$ cat config.mk
export PLATFORM = sky130hd
export DESIGN_NAME = serial_subtractor
export DESIGN_NICKNAME = d
export VERILOG_FILES = /design/src/rtl/serial_subtractor.sv
export SDC_FILE = /design/constraint.sdc
export NUM_CORES = 1
export LEC_CHECK = 0
export BUFFER_PORTS_ARGS = -buffer_cell sky130_fd_sc_hd__buf_2
export CORE_MARGIN = 4
export CORE_UTILIZATION = 40
export CTS_BUF_LIST = sky130_fd_sc_hd__clkbuf_4
export DETAILED_ROUTE_END_ITERATION = 16
export GPL_TIMING_DRIVEN = 0
export HOLD_SLACK_MARGIN = 0.05
export PLACE_DENSITY = 0.69
export SLEW_MARGIN = 40
export SYNTH_ARGS = -nofsm -noshare
export SYNTH_HDL_FRONTEND = slang
export SYNTH_SLANG_ARGS = --single-unit
$ cat constraint.sdc
create_clock -name clk -period 1.5 [get_ports clk]
set_clock_uncertainty 0.1 [all_clocks]
set_input_delay 0 -clock clk [delete_from_list [all_inputs] [get_ports clk]]
set_output_delay 0 -clock clk [all_outputs]
set_load 0.02 [all_outputs]
$ cat src/rtl/serial_subtractor.sv
// Bit-serial WIDTH-bit subtractor (diff = a - b), LSB first, one bit per clock.
// Define SERIAL_SUB_OVF_EN to add the signed-overflow output (ovf).
module serial_subtractor #(
  parameter int WIDTH = 8
) (
  input  logic             clk,
  input  logic             rst_n,
  input  logic             in_valid,
  output logic             in_ready,
  input  logic [WIDTH-1:0] a,
  input  logic [WIDTH-1:0] b,
  output logic             out_valid,
  input  logic             out_ready,
  output logic [WIDTH-1:0] diff,
  output logic             borrow_out,
`ifdef SERIAL_SUB_OVF_EN
  output logic             ovf,
`endif
  output logic             busy
);

  localparam int CW = $clog2(WIDTH);
  localparam logic [CW-1:0] LAST = CW'(WIDTH - 1);

  typedef enum logic [1:0] {IDLE, SHIFT, DONE} state_t;

  state_t           state_q;
  logic [WIDTH-1:0] a_q, b_q, diff_q;
  logic [CW-1:0]    cnt_q;
  logic             br_q, borrow_q;
  logic             in_ready_q, out_valid_q, busy_q;
  logic             d_bit, br_d;

  // Full-subtractor cell on the current LSB pair and the chained borrow.
  assign d_bit = a_q[0] ^ b_q[0] ^ br_q;
  assign br_d  = (~a_q[0] & b_q[0]) | (~(a_q[0] ^ b_q[0]) & br_q);

`ifdef SERIAL_SUB_OVF_EN
  logic a_msb_q, b_msb_q, ovf_q;
  assign ovf = ovf_q;
`endif

  always_ff @(posedge clk or negedge rst_n) begin
    if (!rst_n) begin
      state_q     <= IDLE;
      a_q         <= '0;
      b_q         <= '0;
      diff_q      <= '0;
      cnt_q       <= '0;
      br_q        <= 1'b0;
      borrow_q    <= 1'b0;
      in_ready_q  <= 1'b1;
      out_valid_q <= 1'b0;
      busy_q      <= 1'b0;
`ifdef SERIAL_SUB_OVF_EN
      a_msb_q     <= 1'b0;
      b_msb_q     <= 1'b0;
      ovf_q       <= 1'b0;
`endif
    end else begin
      unique case (state_q)
        IDLE: begin
          if (in_valid) begin
            a_q        <= a;
            b_q        <= b;
            br_q       <= 1'b0;
            cnt_q      <= '0;
            state_q    <= SHIFT;
            in_ready_q <= 1'b0;
            busy_q     <= 1'b1;
`ifdef SERIAL_SUB_OVF_EN
            a_msb_q    <= a[WIDTH-1];
            b_msb_q    <= b[WIDTH-1];
`endif
          end
        end
        SHIFT: begin
          diff_q <= {d_bit, diff_q[WIDTH-1:1]};
          a_q    <= a_q >> 1;
          b_q    <= b_q >> 1;
          br_q   <= br_d;
          if (cnt_q == LAST) begin
            state_q     <= DONE;
            borrow_q    <= br_d;
            out_valid_q <= 1'b1;
`ifdef SERIAL_SUB_OVF_EN
            ovf_q       <= (a_msb_q != b_msb_q) && (d_bit != a_msb_q);
`endif
          end else begin
            cnt_q <= cnt_q + 1'b1;
          end
        end
        DONE: begin
          if (out_ready) begin
            state_q     <= IDLE;
            out_valid_q <= 1'b0;
            in_ready_q  <= 1'b1;
            busy_q      <= 1'b0;
`ifdef SERIAL_SUB_OVF_EN
            ovf_q       <= 1'b0;
`endif
          end
        end
        default: state_q <= IDLE;
      endcase
    end
  end

  assign in_ready   = in_ready_q;
  assign out_valid  = out_valid_q;
  assign busy       = busy_q;
  assign diff       = diff_q;
  assign borrow_out = borrow_q;

endmodule
After elaboration in Yosys (flattened, before gate mapping)
Cells that the tools add are included.

$add $sub $neg: 1. Multipliers: 0. Divide/modulo/power cells: 0. Order comparisons: 0. Equality and inequality tests: 7. Shift-type cells: 0. Multiplexer cells: 20. Bitwise gates (word level): 7. Reduce and logical (&&, ||, !) cells: 10.

Operators with widths (count): 8-bit one-hot mux with 2 select lines (2); 8-bit two-way mux (2); 3-bit AND reduction (4); 2-bit != test (second input constant) (4); 1-bit one-hot mux with 2 select lines (4); 2-bit two-way mux (3); 3-bit two-way mux (2); 2-bit one-hot mux with 3 select lines (1); 3-bit one-hot mux with 2 select lines (1); 2-bit nonzero test (3); 1-bit two-way mux (5); 2-bit AND reduction (2); 3-bit by 1-bit adder with 3-bit output (second input constant) (1); 3-bit equality test (second input constant) (1); 1-bit bitwise AND (2); 2-bit by 1-bit equality test with 1-bit output (second input constant) (1); 2-bit equality test (second input constant) (1); 2-bit logical NOT (1); 1-bit inverter (2); 1-bit XOR (2); 1-bit OR (1).

Register bits: 34. Bits in latches: 0. Memory bits (writable): 0. Bits in read-only memories: 0. Output and inout port bits: 12. Logic and storage cells: 55. Memories: 0.

Logic depth before layout (Yosys ltp)
Gate-level depths: netlist of run 1.

Word-level depth: 5. Depth in mapped cells: 5. Depth with buffers taken out: 5.

Worst setup path after synthesis of run 1
Ideal clock, no wire load.

Kind: reg-to-reg. Start: reg state_q[0]. End: reg b_q[3]. Data arrival time: 1.137 ns. Path slack: 0.141 ns. Cell stages (with the launch flop): 4. Cell sequence: dfrtp_1 > buf_6 > or4b_1 > o221a_1.

Longest elaborated chain between the ends: 3. Elaborated cells between the ends (all ways): 6. Classes of those cells: eq/ne: 2; mux: 1; reduce/logical: 3.

RTL lines: from (decl) (RTL line 27) `state_t state_q;`; from (signal assigned) (RTL line 45) `state_q <= IDLE;`; from (signal assigned) (RTL line 68) `state_q <= SHIFT;`; from (signal assigned) (RTL line 83) `state_q <= DONE;`; 2-bit by 1-bit equality test with 1-bit output or 2-bit logical NOT (tied branches) (RTL line 61) `unique case (state_q)`; 2-bit nonzero test (no line) or 2-bit != test (tied branches); 2-bit AND reduction (no line); to (signal assigned) (RTL line 80) `b_q <= b_q >> 1;`; to (decl) (RTL line 28) `logic [WIDTH-1:0] a_q, b_q, diff_q;`.

Parallel ways exist; a longest one is shown, timed or not. A chain may end at the register's enable or synchronous reset.

Worst setup path after layout of run 1
Ends and elaborated chain as after synthesis.

==> summary.md, run 1 <==
| Metric | Value |
|---|---|
| Sequential fraction of the synthesis area | 0.555 |
| Core footprint | 0.00369 mm² |
| Kind of critical path | reg2reg |
| Total routed wirelength | 3.68 mm |
| Fmax | 0.686 GHz |
| Least-Margin Pin Slew | 0.463 ns |
| Worst vdd ir | 932 µV |
| Finish-stage setup viols | 0 |
| Synthesized instance count | about 150 |
| Main synth FF type | dfrtp_1 |
| Power Density | 1940 mW/mm² |
| Yosys warnings | 0 |
| Die ar. | 0.00489 mm² |
| Share of layout cells above drive strength 1 | 0.261 |
| DRT antenna net count | 0 |
| RSZ-0062 raised after global routing | no |
| Die X-Extent | 70.0 µm |
| Most frequent cells after synthesis | 33 x dfrtp_1, 31 x nand2_1, 10 x o22ai_1 |
| First DRT Iteration DRCs | 60 |
| CP max FO | 10 |
| Area Overhead vs Synth | 33.2% |
| Slowest-stage cell, CP | or4b_1 |
| Hold WC Path Type | in2async |
| Slowest stage delay, CP | 0.52 ns |
| Via-per-instance ratio | 5.23 |
| Final Cycle Share | 0.971 |
| Slew Limit Fails | 0 |
| Worst setup SP type | flop |
| Clock slew at reported path FFs | ~0.10 ns |
| Vias in the first global route | 1,434 |
| FP Rows | 22 |
| Vias | 1,333 |
| Most frequent cell after synthesis | dfrtp_1 |
| Synth top area share | 0.538 |
| Pin count of the biggest net entering global routing | 35 |
| Starting density of the core | 0.416 |
| Worst path required time | 1.62 ns |
| GRT overflow | 0 |
| Routability-driven placement congestion ratio | 0.766 |
| Critical path data arrival time | around 1.6 ns |
| Number of buffers created by CTS | 5 |
| FFs w/ async S/R, synth | 1.00 |
| # DRC | 0 |
| Fin. Hold Viols | 0 |
| CTS tree | done |
| Root buffer cell | clkbuf_4 |
| HPWL Detailed | between 2 and 3 mm |
| Syn Nets | 173 |
| CP endpoint kind | flop |
| LEAKAGE | 0.982 nW |
| Clock Sinks | 34 |
| Max-cap violation count | 0 |
| ANT cells | 0 |
| Synth unique cells | 30 |
| Crit path time final | ~1.5 ns |
| Number of flops mapped to enable cells by yosys | 0 |
| Largest area contributor in the netlist | dfrtp_1 |
| Worst hold margin | 0.0474 ns |
| Post-DR wirelength/cell | ~14 µm |
| Clk_lat worst skew | about 0.32 ns |
| Initial antenna violation count | 0 |
| Top-Level Pins | 32 |
| Deepest clock path buffer count | 2 |
| GR Util All Layers | 0.163 |
| # port buffers | 31 |
| Power Total | 3.98 mW |
| Synth Cell Area | 0.00154 mm² |
| Outcome | finished, final reports clean |
| Global-route wire length before repair | 6.45 mm |
| Pre-antenna DRT Iters | 4 |
| Final Net Count | 230 |
| # H-tree levels | 2 |
| Seq cells post-synth | 34 |
| Height of the die | 70.0 µm |
| Avg Synthesized Cell Area | around 10 µm² |
| Cells taking the most area after synthesis | dfrtp_1 54%, nand2_1 7.6%, a2bb2oi_1 4.6% |
| Max-slew headroom at the worst pin | 0.688 |
| Setup TNS | 0 ns |
| Critical-path cell list | buf_6, or4b_1, o221a_1 |
-- power breakdown --
| group | total, mW | internal [mW] | switching [mW] |
|---|---|---|---|
| registers | 1.59 | 1.31 | 0.274 |
| logic | 1.70 | 0.761 | 0.942 |
| clock network | 0.685 | 0.390 | 0.295 |
-- worst max-delay path: cells and delay by family, from the launching register on --
family | cells | cell delay [ns]
AOI/OAI and AO/OA | 1 | 0.13
and+or+nand+nor | 1 | 0.52
buffers and inverters | 1 | 0.16
DFF | 1 | 0.44
-- per-stage QoR --
stage | instances | setup WS, ns | util | instance area [µm²]
6_report | 255 | 0.0430 | 0.554 | 2040
5_1_grt | 255 | 0.00250 | 0.554 | 2040
4_1_cts | 255 | 0.00880 | 0.549 | 2020
3_5_place_dp | 228 | 0.0304 | 0.475 | 1750
3_3_place_gp | 228 | 0.0796 | 0.475 | 1750
2_1_floorplan | 149 | 0.141 | - | 1540
-- per-layer routing --
layer | up-vias | GRT usage | share of wire
met3 | 2 | 0.0374 | 0.056
met4 | 0 | 0.0553 | 0.0046
met1 | 647 | 0.204 | 0.43
met5 | - | 0 | 0
li1 | 649 | - | -
met2 | 35 | 0.277 | 0.51
-- state kept, by name, indices dropped and copies added, names as in the netlist, 2 cells and up --
| signal | cells |
|---|---|
| cnt_q | 3 |
| b_q | 8 |
| a_q | 8 |
| state_q | 2 |
| diff | 8 |
-- final timing paths --
path                                 start          to  slack, ns  depth (start not counted)
worst min register to register     diff[0]     diff[0]       0.40                          2
max in group asynchronous            rst_n    in_ready       0.90                          2
worst min-delay path                 rst_n     diff[6]       0.05                          2
worst max-delay path            state_q[0]      b_q[3]       0.04                          3
min in group clk                 out_ready  state_q[1]       0.33                          3
worst max register to register  state_q[0]      b_q[3]       0.04                          3
-- cell type report --
class / instances / area, µm²
clock inverters: 1 / 30.0
fillers: 344 / 1640
well taps: 48 / 60.1
multi-input cells: 101 / 629
plain buffers: 6 / 38.8
inverters: 7 / 26.3
flip-flops and latches: 34 / 852
repair buffers: 51 / 355
clock buffers: 7 / 52.6
-- placed cells by master (no fill, tap or decap), types with 2 or more instances in the layout --
cell type	n
buf_4	2
ha_1	2
buf_2	33
o31ai_1	2
dfrtp_1	33
nand2b_1	2
o21ai_0	6
a21oi_1	7
inv_1	6
o2bb2ai_1	4
dlygate4sd3_1	19
clkbuf_4	8
nand2_1	31
nand3_1	7
a2bb2oi_1	8
nor2_2	2
nor2_1	2
o22ai_1	10
a22oi_1	6
-- cells by family (layout without fill, tap and decap cells) --
group                    Yosys count  count (layout)  share of synthesized area
AO/OA/AOI/OAI                     46              46                      0.209
adder cells (fa/ha/maj)            4               4                     0.0375
buffers and inverters             14              72                     0.0432
flip-flops                        34              34                      0.555
AND/OR/NAND/NOR                   51              51                      0.155
-- repair_timing --
action,4_1_cts,5_1_grt
resized for setup,0,7
hold buffers,19,0
buffers inserted,0,1
endpoints found under the setup margin,0,9
endpoints found under the hold margin,53,0
(Power assumes the default switching activity.)
==> run 2, diff against run 1 <==
Settings changed: CAP_MARGIN from default to 30, CELL_PAD_IN_SITES_DETAIL_PLACEMENT from default to 0, CELL_PAD_IN_SITES_GLOBAL_PLACEMENT from default to 1, PLACE_DENSITY 0.69 to 0.84.
==> run 2 against run 1 <==
Highest routed layer unchanged; non-clock buffer count is 1 higher; final cell count is 0.39% higher; register-to-register slack barely moved; total power fell by 0.69%; critical endpoint unchanged; die area unchanged.
==> summary.md, run 2 (same netlist as run 1, synthesis figures left out) <==
| Metric | Value |
|---|---|
| Via-per-instance ratio | 5.21 |
| Slowest stage delay, CP | 0.44 ns |
| Fin worst setup slack | 0.0521 ns |
| Placed insts | 228 |
| HPWL Detailed | 2.41 mm |
| Setup slack, reg-to-reg | 0.05 ns |
| Total routed wirelength | 3.65 mm |
| First DRT Iteration DRCs | 59 |
| Initial antenna violation count | 0 |
| FF-to-FF Start | state_q[0] |
| Pre-antenna DRT Iters | 4 |
| Vias | approximately 1,300 |
| CP max FO | 10 |
| Vias in the first global route | 1,335 |
| # port buffers | 31 |
| Crit path time final | 1.45 ns |
| Height of the die | 70.0 µm |
| Fin. Hold Viols | 0 |
| Met3 global-route usage | 0.0561 |
| Fmax | 0.691 GHz |
| DP Worst Slack | 0.0214 ns |
| Final Cycle Share | 0.965 |
| Number of buffers created by CTS | 5 |
| GRT overflow | 0 |
| Max-cap violation count | 0 |
| ANT cells | 0 |
| Die X-Extent | 70.0 µm |
| FP Rows | 22 |
| Fin cells | 256 |
| Least-Margin Pin Slew | 0.523 ns |
| Outcome | finished, final reports clean |
| Finish-stage setup viols | 0 |
| # H-tree levels | 2 |
| Slew Limit Fails | 0 |
| Power Density | 1930 mW/mm² |
| Kind of critical path | reg2reg |
| Most frequent cells in the layout | 34 x buf_2, 33 x dfrtp_1, 31 x nand2_1, 19 x dlygate4sd3_1, 10 x o22ai_1 |
| Area Overhead vs Synth | 33.2% |
| Worst setup SP type | flop |
| Worst vdd ir | 954 µV |
| RSZ-0062 raised after global routing | yes |
| Top-Level Pins | 32 |
| Power Total | 3.95 mW |
| Pin count of the biggest net entering global routing | 35 |
| LEAKAGE | 0.981 nW |
| # DRC | 0 |
| Clock slew at reported path FFs | approximately 0.11 ns |
| Slowest-stage cell, CP | nor2_1 |
| Global-route wire length before repair | 6.33 mm |
| Clk_lat worst skew | 0.36 ns |
| GR Util All Layers | 0.160 |
| Core footprint | 0.00369 mm² |
| Critical path data arrival time | approximately 1.6 ns |
| CP endpoint kind | flop |
| Routability-driven placement congestion ratio | between 0.7 and 0.8 |
| Hold WC Path Type | in2async |
| Die ar. | approximately 0.0049 mm² |
| Worst path required time | between 1.5 and 2 ns |
| CTS tree | done |
| GR peak layer | met2 |
| Worst Reg-to-Reg Cells | 3 |
| Starting density of the core | 0.416 |
| Final Net Count | 231 |
| Worst hold margin | 0.0180 ns |
| Deepest clock path buffer count | 2 |
| Critical-path cell list | nor2_1, nor2_4, o221a_1 |
| DRT antenna net count | 0 |
| Clock Sinks | 34 |
| GRT met1 Usage | 0.211 |
| Max-slew headroom at the worst pin | 0.650 |
| Reg2reg end | b_q[3] |
| Post-DR wirelength/cell | 14.3 µm |
| GRT met2 Usage | 0.247 |
| Commonest non-fill, non-tap cell in the layout | buf_2 |
| Share of layout cells above drive strength 1 | 0.250 |
| Root buffer cell | clkbuf_4 |
## run 2: cell count changes in the layout (fill, tap and decap cells not counted), sizes merged
cell	change
clkbuf	-2
clkinv	+2
buf	+1
## run 2: worst max-delay path by stage
| stage | from | to | depth (start not counted) |
|---|---|---|---|
| 3_5_place_dp | cnt_q[0] | cnt_q[0] | 5 |
| 5_1_grt | state_q[0] | a_q[0] | 5 |
| 3_3_place_gp | cnt_q[0] | cnt_q[0] | 5 |
| 6_report | state_q[0] | b_q[3] | 3 |
| 4_1_cts | state_q[0] | b_q[3] | 3 |
| 2_1_floorplan | state_q[0] | b_q[3] | 3 |
## run 2: report_power, final
group	internal, mW	leakage (nW)	switching, mW
clock	0.345	0.0450	0.323
sequential	1.31	0.413	0.274
combinational	0.768	0.523	0.925
total	2.43	0.981	1.52
## run 2: stage by stage
step,TNS [ns],util,instance area [µm²]
after floorplan,0,-,1540
after global placement,0,0.475,1750
after detailed placement,0,0.475,1750
after CTS,0,0.548,2020
after global routing,-0.0699,0.554,2040
final,0,0.554,2040
## run 2: cell type report
cell class | instances | area (µm²)
fill | 323 | 1640
sequential | 34 | 852
multi-input combinational | 101 | 629
timing repair buffer | 51 | 355
tap | 48 | 60.1
buffer | 7 | 43.8
clock inverter | 3 | 40.0
clock buffer | 5 | 37.5
inverter | 7 | 26.3
## run 2: per-layer routing
layer | part of all wire | up-vias
li1 | - | 647
met1 | 0.46 | 637
met2 | 0.46 | 41
met3 | 0.063 | 10
met4 | 0.020 | 0
met5 | 0 | -
## run 2: what timing repair did
action                                 CTS  global route
gates resized for setup                  1             4
hold buffers                            19             0
setup buffers                            0             1
pin swaps                                0             1
setup endpoints to repair                2            12
endpoints found under the hold margin   54             0
## run 2: critical path: cells and delay by family, from the launching register on
kind,cells,cell delay (ns)
and+or+nand+nor,2,0.58
AOI/OAI and AO/OA,1,0.25
DFF,1,0.42
==> run 3, diff against run 2 <==
Settings changed: HOLD_SLACK_MARGIN 0.05 to 0.02, PLACE_DENSITY 0.84 to default, PLACE_DENSITY_LB_ADDON from default to 0.12.
==> run 3 against run 2 <==
Flip-flop and latch count is the same; count of clock-buffer cells in the layout up 1; sequential power about the same; utilization shrank 0.27 points; first-iteration DRC count fell by 10%; final cell count unchanged; global-route usage decreased by 0.34 points; via count hardly changed; worst hold slack better by 0.019 ns; non-clock buffer count is the same; total power fell by 4.0%; fmax rose by 1.2%; critical endpoint unchanged; largest power group unchanged.
==> summary.md, run 3 (same netlist as run 1, synthesis figures left out) <==
| Metric | Value |
|---|---|
| # port buffers | 31 |
| Worst path required time | 1.62 ns |
| Most frequent cells in the layout | 33 x buf_2, 33 x dfrtp_1, 31 x nand2_1, 19 x dlygate4sd3_1, 10 x o22ai_1 |
| Slowest stage delay, CP | 0.51 ns |
| Number of buffers created by CTS | 5 |
| DRT antenna net count | 0 |
| Height of the die | 70.0 µm |
| FF-to-FF Start | state_q[0] |
| Final core utilization | 0.552 |
| RSZ-0062 raised after global routing | no |
| CTS tree | done |
| Fin. Hold Viols | 0 |
| Critical path data arrival time | 1.55 ns |
| Hold WC Path Type | in2async |
| Pre-antenna DRT Iters | 4 |
| Post-DR wirelength/cell | ~14 µm |
| # H-tree levels | 2 |
| DP Worst Slack | between 0.03 and 0.04 ns |
| First DRT Iteration DRCs | 53 |
| Delay-heaviest family, CP | simple AND/OR/NAND/NOR gates |
| Final Cycle Share | 0.954 |
| Starting density of the core | 0.416 |
| ANT cells | 0 |
| Max-cap violation count | 0 |
| Final Net Count | 231 |
| Via-per-instance ratio | 5.21 |
| Critical-path cell list | buf_6, or4b_1, o221a_1 |
| Routability-driven placement congestion ratio | 0.791 |
| Clk_lat worst skew | 0.34 ns |
| Vias in the first global route | 1,300 |
| Setup TNS | 0 ns |
| Worst vdd ir | 760 µV |
| LEAKAGE | between 0.9 and 1 nW |
| Clock slew at reported path FFs | 0.11 ns |
| Core footprint | around 0.0037 mm² |
| Root buffer cell | clkbuf_4 |
| Deepest clock path buffer count | 2 |
| Total routed wirelength | 3.61 mm |
| Kind of critical path | reg2reg |
| Slowest-stage cell, CP | or4b_1 |
| Fin worst setup slack | between 0.06 and 0.07 ns |
| Initial antenna violation count | 0 |
| Crit. Startpoint | state_q[0] |
| Clock Sinks | 34 |
| CP max FO | 10 |
| GR Util All Layers | 0.157 |
| GRT overflow | 0 |
| Area Overhead vs Synth | 32.5% |
| CP endpoint kind | flop |
| Die X-Extent | 70.0 µm |
| Die ar. | 0.00489 mm² |
| Top-Level Pins | 32 |
| Worst setup SP type | flop |
| Max-slew headroom at the worst pin | 0.671 |
| Least-Margin Pin Slew | about 0.5 ns |
| Share of layout cells above drive strength 1 | 0.260 |
| Power Density | 1860 mW/mm² |
| Vias | 1,334 |
| Global-route wire length before repair | 6.10 mm |
| Finish-stage setup viols | 0 |
| Crit path time final | around 1.4 ns |
| Buf+Inv Stages, Crit Path | 1 |
| Slew Limit Fails | 0 |
| # DRC | 0 |
| Outcome | finished, final reports clean |
| Fmax | 0.699 GHz |
| Pin count of the biggest net entering global routing | 35 |
| FP Rows | 22 |
| HPWL Detailed | 2.46 mm |
==> run 3: stage by stage <==
stage	cells	total power, mW	hold WS, ns	instance area, µm²
after global placement	228	3.16	0.00618	1750
after CTS	255	3.76	0.184	1990
after floorplan	149	2.75	-0.396	1540
after global routing	256	4.11	0.0623	2030
after detailed placement	228	3.22	0.0136	1750
final	256	3.79	0.0367	2030
==> run 3: power by group <==
group / internal (mW) / total (mW) / switching (mW)
clock: 0.194 / 0.494 / 0.300
sequential: 1.31 / 1.59 / 0.281
combinational: 0.781 / 1.70 / 0.923
==> run 3: final cells by class <==
cell class / instances / area (µm²)
fillers: 364 / 1650
flip-flops and latches: 34 / 852
multi-input cells: 101 / 642
repair buffers: 51 / 355
well taps: 48 / 60.1
clock buffers: 6 / 45.0
plain buffers: 7 / 45.0
inverters: 7 / 26.3
clock inverters: 2 / 8.76
==> run 3: per-layer routing <==
| layer | part of all wire | routed length (µm) | vias to the layer above | track usage |
|---|---|---|---|---|
| li1 | - | - | 655 | - |
| met1 | 0.47 | 1710 | 641 | 0.215 |
| met2 | 0.46 | 1650 | 32 | 0.235 |
| met3 | 0.055 | 197 | 6 | 0.0460 |
| met4 | 0.015 | 53 | 0 | 0.0574 |
| met5 | 0 | 0 | - | 0 |
==> run 3: repair_timing <==
action | CTS | global route
hold buffers | 19 | 0
buffers inserted | 0 | 1
gates resized for setup | 0 | 9
endpoints found under the hold margin | 53 | 0
setup endpoints to repair | 0 | 8
==> run 3: final timing paths <==
path	endpoint	slack (ns)	cells after the start
min in group clk	state_q[1]	0.30	3
max	b_q[3]	0.07	3
min	a_q[4]	0.04	2
max reg2reg	b_q[3]	0.07	3
max in group asynchronous	in_ready	0.94	2
min reg2reg	diff[0]	0.39	2
